==> config.mk <==
export PLATFORM = sky130hd
export DESIGN_NAME = flow_qtable_ctrl
export DESIGN_NICKNAME = d
export VERILOG_FILES = /design/src/rtl/flow_qtable_ctrl.sv
export SDC_FILE = /design/constraint.sdc
export NUM_CORES = 2
export LEC_CHECK = 0
export CAP_MARGIN = 20
export CELL_PAD_IN_SITES_DETAIL_PLACEMENT = 1
export CELL_PAD_IN_SITES_GLOBAL_PLACEMENT = 2
export CORE_ASPECT_RATIO = 1.25
export CORE_MARGIN = 1.5
export CORE_UTILIZATION = 46
export CTS_CLUSTER_DIAMETER = 120
export DETAILED_ROUTE_END_ITERATION = 6
export PLACE_DENSITY = 0.78
export REMOVE_ABC_BUFFERS = 1
export SYNTH_ARGS = -nofsm -noshare
export SYNTH_HDL_FRONTEND = slang
export SYNTH_SLANG_ARGS = --single-unit
==> constraint.sdc <==
create_clock -name clk -period 3 [get_ports clk]
set_input_delay 0.9 -clock clk [delete_from_list [all_inputs] [get_ports clk]]
set_output_delay 0.9 -clock clk [all_outputs]
set_load 0.02 [all_outputs]
==> src/rtl/flow_qtable_ctrl.sv <==
// flow_qtable_ctrl: quantisation-table lookup alongside a framed coefficient
// stream. Two 64-entry tables (luma, chroma) are selected by the position of
// the block inside the MCU. Each beat's coefficients are registered together
// with the table entries that line up with them.
module flow_qtable_ctrl #(
  parameter int N     = 2,
  parameter int MCU_Y = 4
) (
  input  logic                   clk,
  input  logic                   rst,
  input  logic                   en,
  input  logic                   in_valid,
  input  logic                   in_sob,
  input  logic                   in_eob,
  input  logic                   in_sof,
  input  logic signed [N*16-1:0] in_data,
  input  logic                   cfg_we,
  input  logic                   cfg_tbl,
  input  logic [5:0]             cfg_addr,
  input  logic [9:0]             cfg_data,
  output logic                   out_valid,
  output logic                   out_sob,
  output logic                   out_eob,
  output logic                   out_sof,
  output logic signed [N*16-1:0] out_data,
  output logic [N*10-1:0]        out_mult,
  output logic                   out_tbl,
  output logic                   err_frame
);

  localparam int         BPB       = 64 / N;
  localparam logic [5:0] LAST_BEAT = 6'(BPB - 1);
  localparam logic [2:0] LAST_BLK  = 3'(MCU_Y + 1);
  localparam logic [2:0] FIRST_CHR = 3'(MCU_Y);

  // Quantisation tables; no reset, contents are owned by the cfg port.
  logic [9:0] luma_mem   [64];
  logic [9:0] chroma_mem [64];

  // Position counters.
  logic [5:0] beat_q, beat_d;
  logic [2:0] blk_q, blk_d;

  // Output registers.
  logic                   out_valid_q, out_valid_d;
  logic                   out_sob_q, out_sob_d;
  logic                   out_eob_q, out_eob_d;
  logic                   out_sof_q, out_sof_d;
  logic signed [N*16-1:0] out_data_q, out_data_d;
  logic [N*10-1:0]        out_mult_q, out_mult_d;
  logic                   out_tbl_q, out_tbl_d;
  logic                   err_frame_q, err_frame_d;

  // Beat decode.
  logic [5:0]      eff_beat;
  logic [2:0]      eff_blk;
  logic            use_chroma;
  logic            err_now;
  logic            last_beat;
  logic [N*10-1:0] rd_mult;
  logic [5:0]      rd_idx;

  // Table writes happen whenever cfg_we is high, independent of en and rst.
  always_ff @(posedge clk) begin
    if (cfg_we) begin
      if (cfg_tbl) begin
        chroma_mem[cfg_addr] <= cfg_data;
      end else begin
        luma_mem[cfg_addr] <= cfg_data;
      end
    end
  end

  // Work out where this beat really sits: sof forces beat 0 of block 0, a
  // stray sob forces beat 0 of the current block; flag any framing mismatch.
  always_comb begin
    eff_beat = beat_q;
    eff_blk  = blk_q;
    if (in_sof) begin
      eff_beat = '0;
      eff_blk  = '0;
    end else if (in_sob) begin
      eff_beat = '0;
    end
    use_chroma = (eff_blk >= FIRST_CHR);
    last_beat  = in_eob || (eff_beat == LAST_BEAT);
    err_now    = (in_sob && !in_sof && (beat_q != 6'd0))
              || (in_eob && (eff_beat != LAST_BEAT))
              || (!in_eob && (eff_beat == LAST_BEAT))
              || (!in_sob && (eff_beat == 6'd0));
  end

  // Read the N table entries for this beat; the array still holds the old
  // value during a same-cycle write, so a colliding read returns old data.
  always_comb begin
    rd_mult = '0;
    rd_idx  = '0;
    for (int i = 0; i < N; i++) begin
      rd_idx = 6'(int'(eff_beat) * N + i);
      if (use_chroma) begin
        rd_mult[i*10 +: 10] = chroma_mem[rd_idx];
      end else begin
        rd_mult[i*10 +: 10] = luma_mem[rd_idx];
      end
    end
  end

  // Next-state for counters and outputs; everything holds while en is low.
  always_comb begin
    beat_d      = beat_q;
    blk_d       = blk_q;
    out_valid_d = out_valid_q;
    out_sob_d   = out_sob_q;
    out_eob_d   = out_eob_q;
    out_sof_d   = out_sof_q;
    out_data_d  = out_data_q;
    out_mult_d  = out_mult_q;
    out_tbl_d   = out_tbl_q;
    err_frame_d = err_frame_q;
    if (en) begin
      out_valid_d = in_valid;
      out_sob_d   = in_valid && in_sob;
      out_eob_d   = in_valid && in_eob;
      out_sof_d   = in_valid && in_sof;
      err_frame_d = in_valid && err_now;
      if (in_valid) begin
        out_data_d = in_data;
        out_mult_d = rd_mult;
        out_tbl_d  = use_chroma;
        if (last_beat) begin
          beat_d = '0;
          blk_d  = (eff_blk == LAST_BLK) ? 3'd0 : 3'(eff_blk + 3'd1);
        end else begin
          beat_d = 6'(eff_beat + 6'd1);
          blk_d  = eff_blk;
        end
      end
    end
  end

  // State registers with asynchronous reset; an in-flight block is dropped.
  always_ff @(posedge clk or posedge rst) begin
    if (rst) begin
      beat_q      <= '0;
      blk_q       <= '0;
      out_valid_q <= 1'b0;
      out_sob_q   <= 1'b0;
      out_eob_q   <= 1'b0;
      out_sof_q   <= 1'b0;
      out_data_q  <= '0;
      out_mult_q  <= '0;
      out_tbl_q   <= 1'b0;
      err_frame_q <= 1'b0;
    end else begin
      beat_q      <= beat_d;
      blk_q       <= blk_d;
      out_valid_q <= out_valid_d;
      out_sob_q   <= out_sob_d;
      out_eob_q   <= out_eob_d;
      out_sof_q   <= out_sof_d;
      out_data_q  <= out_data_d;
      out_mult_q  <= out_mult_d;
      out_tbl_q   <= out_tbl_d;
      err_frame_q <= err_frame_d;
    end
  end

  assign out_valid = out_valid_q;
  assign out_sob   = out_sob_q;
  assign out_eob   = out_eob_q;
  assign out_sof   = out_sof_q;
  assign out_data  = out_data_q;
  assign out_mult  = out_mult_q;
  assign out_tbl   = out_tbl_q;
  assign err_frame = err_frame_q;

endmodule
Word-level counts from Yosys, hierarchy flattened
Memory sizes are Yosys's and may differ from the RTL's.
Index checks and enable logic that the tools add are counted.
{"block": "classes", "reduce_logical": 19, "eq_ne": 3, "mux": 14, "bitwise": 0, "n_addsub": 3, "shifts": 0, "multipliers": 0, "div": 0, "order_cmp": 1}
{"op": "$mux W10", "n": 2}
{"op": "$mux W6", "n": 3}
{"op": "$add A6 B1 Y6 const B", "n": 2}
{"op": "$logic_and A1 B1 Y1", "n": 9}
{"op": "$mux W3", "n": 3}
{"op": "$eq A6 B5 Y1 const B", "n": 1}
{"op": "$logic_not A6 Y1", "n": 1}
{"op": "$mux W1", "n": 6}
{"op": "$ne A6 B5 Y1 const B", "n": 1}
{"op": "$reduce_bool A6 Y1", "n": 1}
{"op": "$logic_or A1 B1 Y1", "n": 4}
{"op": "$add A3 B1 Y3 const B", "n": 1}
{"op": "$eq A3 B3 Y1 const B", "n": 1}
{"op": "$ge A3 B3 Y1 const B", "n": 1}
{"op": "$logic_not A1 Y1", "n": 3}
{"op": "$reduce_and A2 Y1", "n": 1}
{"block": "word_totals", "mem_count": 2, "output_inout_bits": 58, "rom_bits": 0, "ramBits": 1280, "wordCells": 52, "latchBits": 0, "regBits": 67, "input_bits": 57}
{"name": "chroma_mem", "words": 64, "word_bits": 10, "rd": 2, "rd_clocked_by_memory_dff": 0, "wr": 1, "line_no": "38", "source": "logic [9:0] chroma_mem [64];"}
{"name": "luma_mem", "words": 64, "word_bits": 10, "rd": 2, "rd_clocked_by_memory_dff": 0, "wr": 1, "line_no": "37", "source": "logic [9:0] luma_mem [64];"}

Logic depth before layout (Yosys ltp)
{"block": "logic_depth", "word_depth": 8, "mapped_depth": 13, "depth_no_buf": 9}

Worst setup path after synthesis
No wires, ideal clock.
{"block": "synth_path", "path_kind": "input-to-reg", "startpoint": "input in_sob", "endpoint": "register blk_q[2]", "stages": 13, "required_time_ns": 2.916, "setup_ns": 0.084, "setup_slack_ns": -0.291, "n_path_buf": 5, "arrival_time_ns": 3.208, "cell_sequence": "buf_2 > nor3b_1 > buf_2 > buf_2 > buf_1 > ha_1 > and3b_1 > a31o_2 > clkbuf_1 > nand2_1 > nor3_1 > a22oi_1 > o22ai_1"}
{"block": "synth_via", "elab_chain_len": 5}
{"item": "from (decl)", "line_no": "13", "source": "input logic in_sob,"}
{"item": "$mux W6", "line_no": "82", "source": "end else if (in_sob) begin"}
{"item": "$mux W6", "line_no": "79", "source": "if (in_sof) begin"}
{"item": "$eq A6 B5 Y1", "line_no": "86", "source": "last_beat = in_eob || (eff_beat == LAST_BEAT);"}
{"item": "$logic_or A1 B1 Y1", "line_no": "86"}
{"item": "$mux W3", "line_no": "130", "source": "if (last_beat) begin"}
{"item": "to (signal assigned)", "line_no": "156", "source": "blk_q <= blk_d;"}
{"item": "to (decl)", "line_no": "42", "source": "logic [2:0] blk_q, blk_d;"}
No other way between the ends.
A chain may end at the register's enable or synchronous reset.

Worst setup path in the final report
{"block": "layout_path", "startpoint": "register beat_q[0]", "endpoint": "register out_mult_q[4] (netlist: out_mult[4])"}
{"block": "layout_via", "elab_chain_len": 4, "word_cells_on_any_way": 5, "cone_classes": "3 x mux; 2 x memory"}
{"item": "from (decl)", "line_no": "41", "source": "logic [5:0] beat_q, beat_d;"}
{"item": "from (signal assigned)", "line_no": "155", "source": "beat_q <= beat_d;"}
{"item": "$mux W6 *", "line_no": "82"}
{"item": "$mux W6 *", "line_no": "79"}
{"item": "$mem_v2 Z64 W10, on equally long branches"}
{"item": "$mux W10 *", "line_no": "100", "source": "if (use_chroma) begin"}
{"item": "to (signal assigned)", "line_no": "162", "source": "out_mult_q <= out_mult_d;"}
{"item": "to (decl)", "line_no": "50", "source": "logic [N*10-1:0] out_mult_q, out_mult_d;"}
Every way passes the cells marked *; elsewhere a longest branch is shown, timed or not.

==> results.txt <==
The initialized floorplan defines 140 standard-cell rows. In this run the biggest area consumer among cell types represents 71.2% of the synthesized area. Mapped cell area: 0.0540 mm^2.

The tools report the pre-CTS setup slack as -510 ps. Number of hold-slack violations in the final timing report: 0. After Yosys synthesis, and, or, nand and nor cells account for 7.02% of the synthesized area. The worst setup skew after layout is 27.7 ps.

The logs give 39.8 ps for the setup slack of the critical path after layout and 55.4% for the final cell utilization of the core. The net count of the finished layout came out at 4038. Derived from the worst setup path, the maximum achievable clock frequency is 0.338 GHz.

Wires add up to 166000 um. The critical path goes through buf_4, or2_2, buf_4, nand2_1, a211oi_1, nor3_1, o31a_1, a211o_1. Proportion of register bits with asynchronous set or reset after synthesis: 4.97%. For the count of mapped cells out of synthesis, the log shows 3556.

The static leakage power was 21.6 nW. Yosys printed 0 warnings. The number of max-slew violations in the final report was 0.

Setup repair after global routing left no endpoint under its margin. For the worst slack on hold paths, the log shows 363 ps. Beginning of the worst register-to-register path: beat_q[0]. After clock tree synthesis, the clock-pin slew on the worst setup and hold paths is 60 ps. Signal routing reaches up to met5. The global routing usage summed across all routing layers came out at 28.2%. The synthesized design contains 1280 enable-type register cells.

The tools report the total power consumption of the routed design as 41.1 mW. On the worst path, the slowest cell contributes a delay of 570 ps. After clock tree synthesis, the flow added hold-fix buffers numbering 0. Kind of critical path: reg2reg.

Slew at the pin closest to its max-slew limit: 866 ps. STA puts the critical path data required time at 3650 ps. The worst setup path is launched from a register. Detailed placer's ending HPWL: 106000 um.

The worst-path cell with the longest stage delay was sky130_fd_sc_hd__dfrtp_4. The floorplan step set the die height to 386 um. The setup TNS after final layout was 0 ps.

The largest area contributor in the synthesized netlist was sky130_fd_sc_hd__edfxtp_1. The run finished with clean final reports. The clock tree synthesis step divided the H-tree into 4 levels. The sequential element share of the synthesized area was 74.3%.

The design area came out at 0.0645 mm^2. The worst hold path terminates at luma_mem[34][0]. The total overflow reported by the global router is 0. The first-pass iteration count of the detailed router was 5; the post-route minimum period was 2960 ps. The cell repeated most along the worst path was sky130_fd_sc_hd__buf_4.

In this run the remaining antenna-violating nets after routing total 0. Width of the die: 309 um. The total vias in the final route was 34386; the cell depth of the worst hold path was 1.

Once the clock tree was built, the resizer swapped 0 gates to a different size. Part of the cycle the worst path needs: 98.7%. Sorting the synthesized cells by how often they occur yields 1280 x sky130_fd_sc_hd__edfxtp_1, 293 x sky130_fd_sc_hd__nor2_1, 239 x sky130_fd_sc_hd__mux2i_1. The initial antenna violation count is 4. Most numerous cell in the Yosys netlist: sky130_fd_sc_hd__edfxtp_1. The worst register-to-register path ends at out_mult[4].

The top-level I/O count was 115; the cell area after placement was 0.0602 mm^2. The number of global-route vias before repair came out at 35861. Post-CTS timing repair inserted 0 buffers for setup.

Once placement completed, the tool counted placed cells totaling 5405. The clock net in this run drives a total of 1347 sinks. Of the post-synthesis cell area, the part taken by muxes is 6.23%.

The worst register-to-register path has a setup slack of 40 ps. Worst path arrival time: 3610 ps. The synthesized netlist devotes 0.0162% of its cell area to XOR and XNOR gates. The power density normalized to cell area is 637 mW/mm^2. By area, the combinational part of the netlist is dominated by compound AO/OA/AOI/OAI gates.

For this configuration, the core starts out at a cell density of 46.3%. For this run, design rule violations remaining after detail routing come to 0. The logs give 0.116 mm^2 for the area of the core and 770 ps for the latest clock arrival within the worst-skew pair. The tightest min-delay check is of the in2reg type.

The post-synthesis adder-cell area fraction is 0.0464%. The tools report the global placer's final weighted congestion as 0.874. IR analysis of the VDD net gives a maximum drop of 526 uV.

For the detailed route wirelength on metal3, the log shows 10200 um. The startpoint identified for the worst hold timing path is cfg_data[0]. In this run, CTS created clock tree buffers numbering 134. The tree is rooted in a sky130_fd_sc_hd__clkbuf_16.

After the flow finishes, the layout carries non-filler instances totaling 5643. Count of state elements after synthesis: 1347. The wire length of the first global-routing pass is 245000 um, and the wire length on met1 is 66500 um. Counting distinct cell types in the post-synthesis netlist gives 76.

The average footprint of a synthesized cell is 15.2 um^2. The DRC violation total after the first TritonRoute iteration was 3179. TritonCTS built the clock tree. Wire length on met2: 83100 um. The tools report the type of element capturing the critical path as a register. The tools report the maximum number of buffers from clock root to sink as 3. Entering global routing, the biggest net connects 129 pins.

Dividing the detail-routed via count by the number of cells gives 6.09. For the relative slew slack, the log shows 42.2%. After detailed routing, the average wire length per cell comes to 29.4 um. The area growth from synthesis to layout is 19.6%. The top fanout value on the critical path is 13, and the final number of setup-violating endpoints is 0. The most used flip-flop cell after synthesis was sky130_fd_sc_hd__edfxtp_1. Across the run, the number of max-cap violations was 0.

Count of buffers from port buffering: 114. The full die area was 0.119 mm^2; the number of cells on the worst reg-to-reg path was 8. Area fraction in compound gates after synthesis: 9.80%. Ranked by total cell area, the synthesized netlist is headed by sky130_fd_sc_hd__edfxtp_1 71%, sky130_fd_sc_hd__mux2i_1 4.4%, sky130_fd_sc_hd__dfrtp_1 3.1%.

Cells with a size suffix above 1 make up 18.7% of the layout.
==> where the power goes <==
group	switching, mW	total, mW	internal (mW)	leakage, nW
clock network	7.09	16.8	9.68	2.12
registers	0.192	21.0	20.8	12.3
logic	2.15	3.36	1.21	7.10
==> layer usage <==
| metal | GRT usage [%] | vias up |
|---|---|---|
| met4 | 10.9 | 2 |
| met2 | 48.0 | 1388 |
| met3 | 4.40 | 318 |
| li1 | - | 14731 |
| met1 | 36.2 | 17947 |
| met5 | 0 | - |
==> flip-flops by register name (all words and copies together), names as in the netlist <==
name,cells
luma_mem,640
out_tbl,1
out_sof,1
err_frame,1
out_mult,20
out_eob,1
out_valid,1
blk_q,3
chroma_mem,640
out_sob,1
out_data,32
beat_q,6
==> cell type report <==
class / count / area [um^2]
Timing Repair Buffer: 551 / 5300
Tap cell: 1562 / 1950
Multi-Input combinational cell: 1886 / 12600
Sequential cell: 1347 / 40100
Clock buffer: 174 / 3710
Clock inverter: 63 / 643
Antenna cell: 1 / 2.50
Inverter: 59 / 223
Fill cell: 10903 / 52000
==> layout by cell type (no fill, tap or decap), types with 19 or more instances in the layout <==
master,n
sky130_fd_sc_hd__o221ai_1,78
sky130_fd_sc_hd__nor3_1,67
sky130_fd_sc_hd__inv_1,55
sky130_fd_sc_hd__mux2_2,44
sky130_fd_sc_hd__a22oi_1,56
sky130_fd_sc_hd__clkdlybuf4s50_1,102
sky130_fd_sc_hd__a221oi_1,44
sky130_fd_sc_hd__mux4_2,21
sky130_fd_sc_hd__a31oi_1,41
sky130_fd_sc_hd__or3_1,21
sky130_fd_sc_hd__buf_12,73
sky130_fd_sc_hd__nand3_1,44
sky130_fd_sc_hd__buf_4,374
sky130_fd_sc_hd__a21oi_1,200
sky130_fd_sc_hd__nor4_1,19
sky130_fd_sc_hd__o2bb2ai_1,21
sky130_fd_sc_hd__nand2b_1,29
sky130_fd_sc_hd__clkbuf_16,139
sky130_fd_sc_hd__nand2_1,202
sky130_fd_sc_hd__nand3b_1,25
sky130_fd_sc_hd__dfrtp_1,64
sky130_fd_sc_hd__o22ai_1,85
sky130_fd_sc_hd__o21ai_0,89
sky130_fd_sc_hd__and2_1,39
sky130_fd_sc_hd__a211oi_1,58
sky130_fd_sc_hd__nand4_1,24
sky130_fd_sc_hd__edfxtp_1,1280
sky130_fd_sc_hd__mux2i_1,239
sky130_fd_sc_hd__clkbuf_1,25
sky130_fd_sc_hd__clkinv_1,24
sky130_fd_sc_hd__nor2_1,290
==> cell families (layout without fill, tap and decap cells) <==
| logic type | Yosys count | in the layout |
|---|---|---|
| flops | 1347 | 1347 |
| simple gates | 805 | 805 |
| compound gates | 774 | 774 |
| buf+inv | 323 | 847 |
| mux | 304 | 304 |
| fa+ha+maj | 2 | 2 |
| xor+xnor | 1 | 1 |
| other cells | 0 | 1 |
==> how the worst max path moves through the flow <==
stage                         start      endpoint  slack, ps
after CTS                 beat_q[0]   out_mult[4]         70
after detailed placement     in_sof  out_mult[17]       -510
after floorplan           beat_q[0]     beat_q[5]     -11950
final                     beat_q[0]   out_mult[4]         40
after global routing      beat_q[0]   out_mult[4]        0.5
after global placement       in_sof  out_mult[17]       -560
==> worst max-delay path, delay by kind of cell, from the launching register on <==
kind                   cells  cell delay [ps]
AOI/OAI and AO/OA          3              920
and+or+nand+nor            3              750
buffers and inverters      2              600
DFF                        1              570
(Power assumes the default switching activity.)
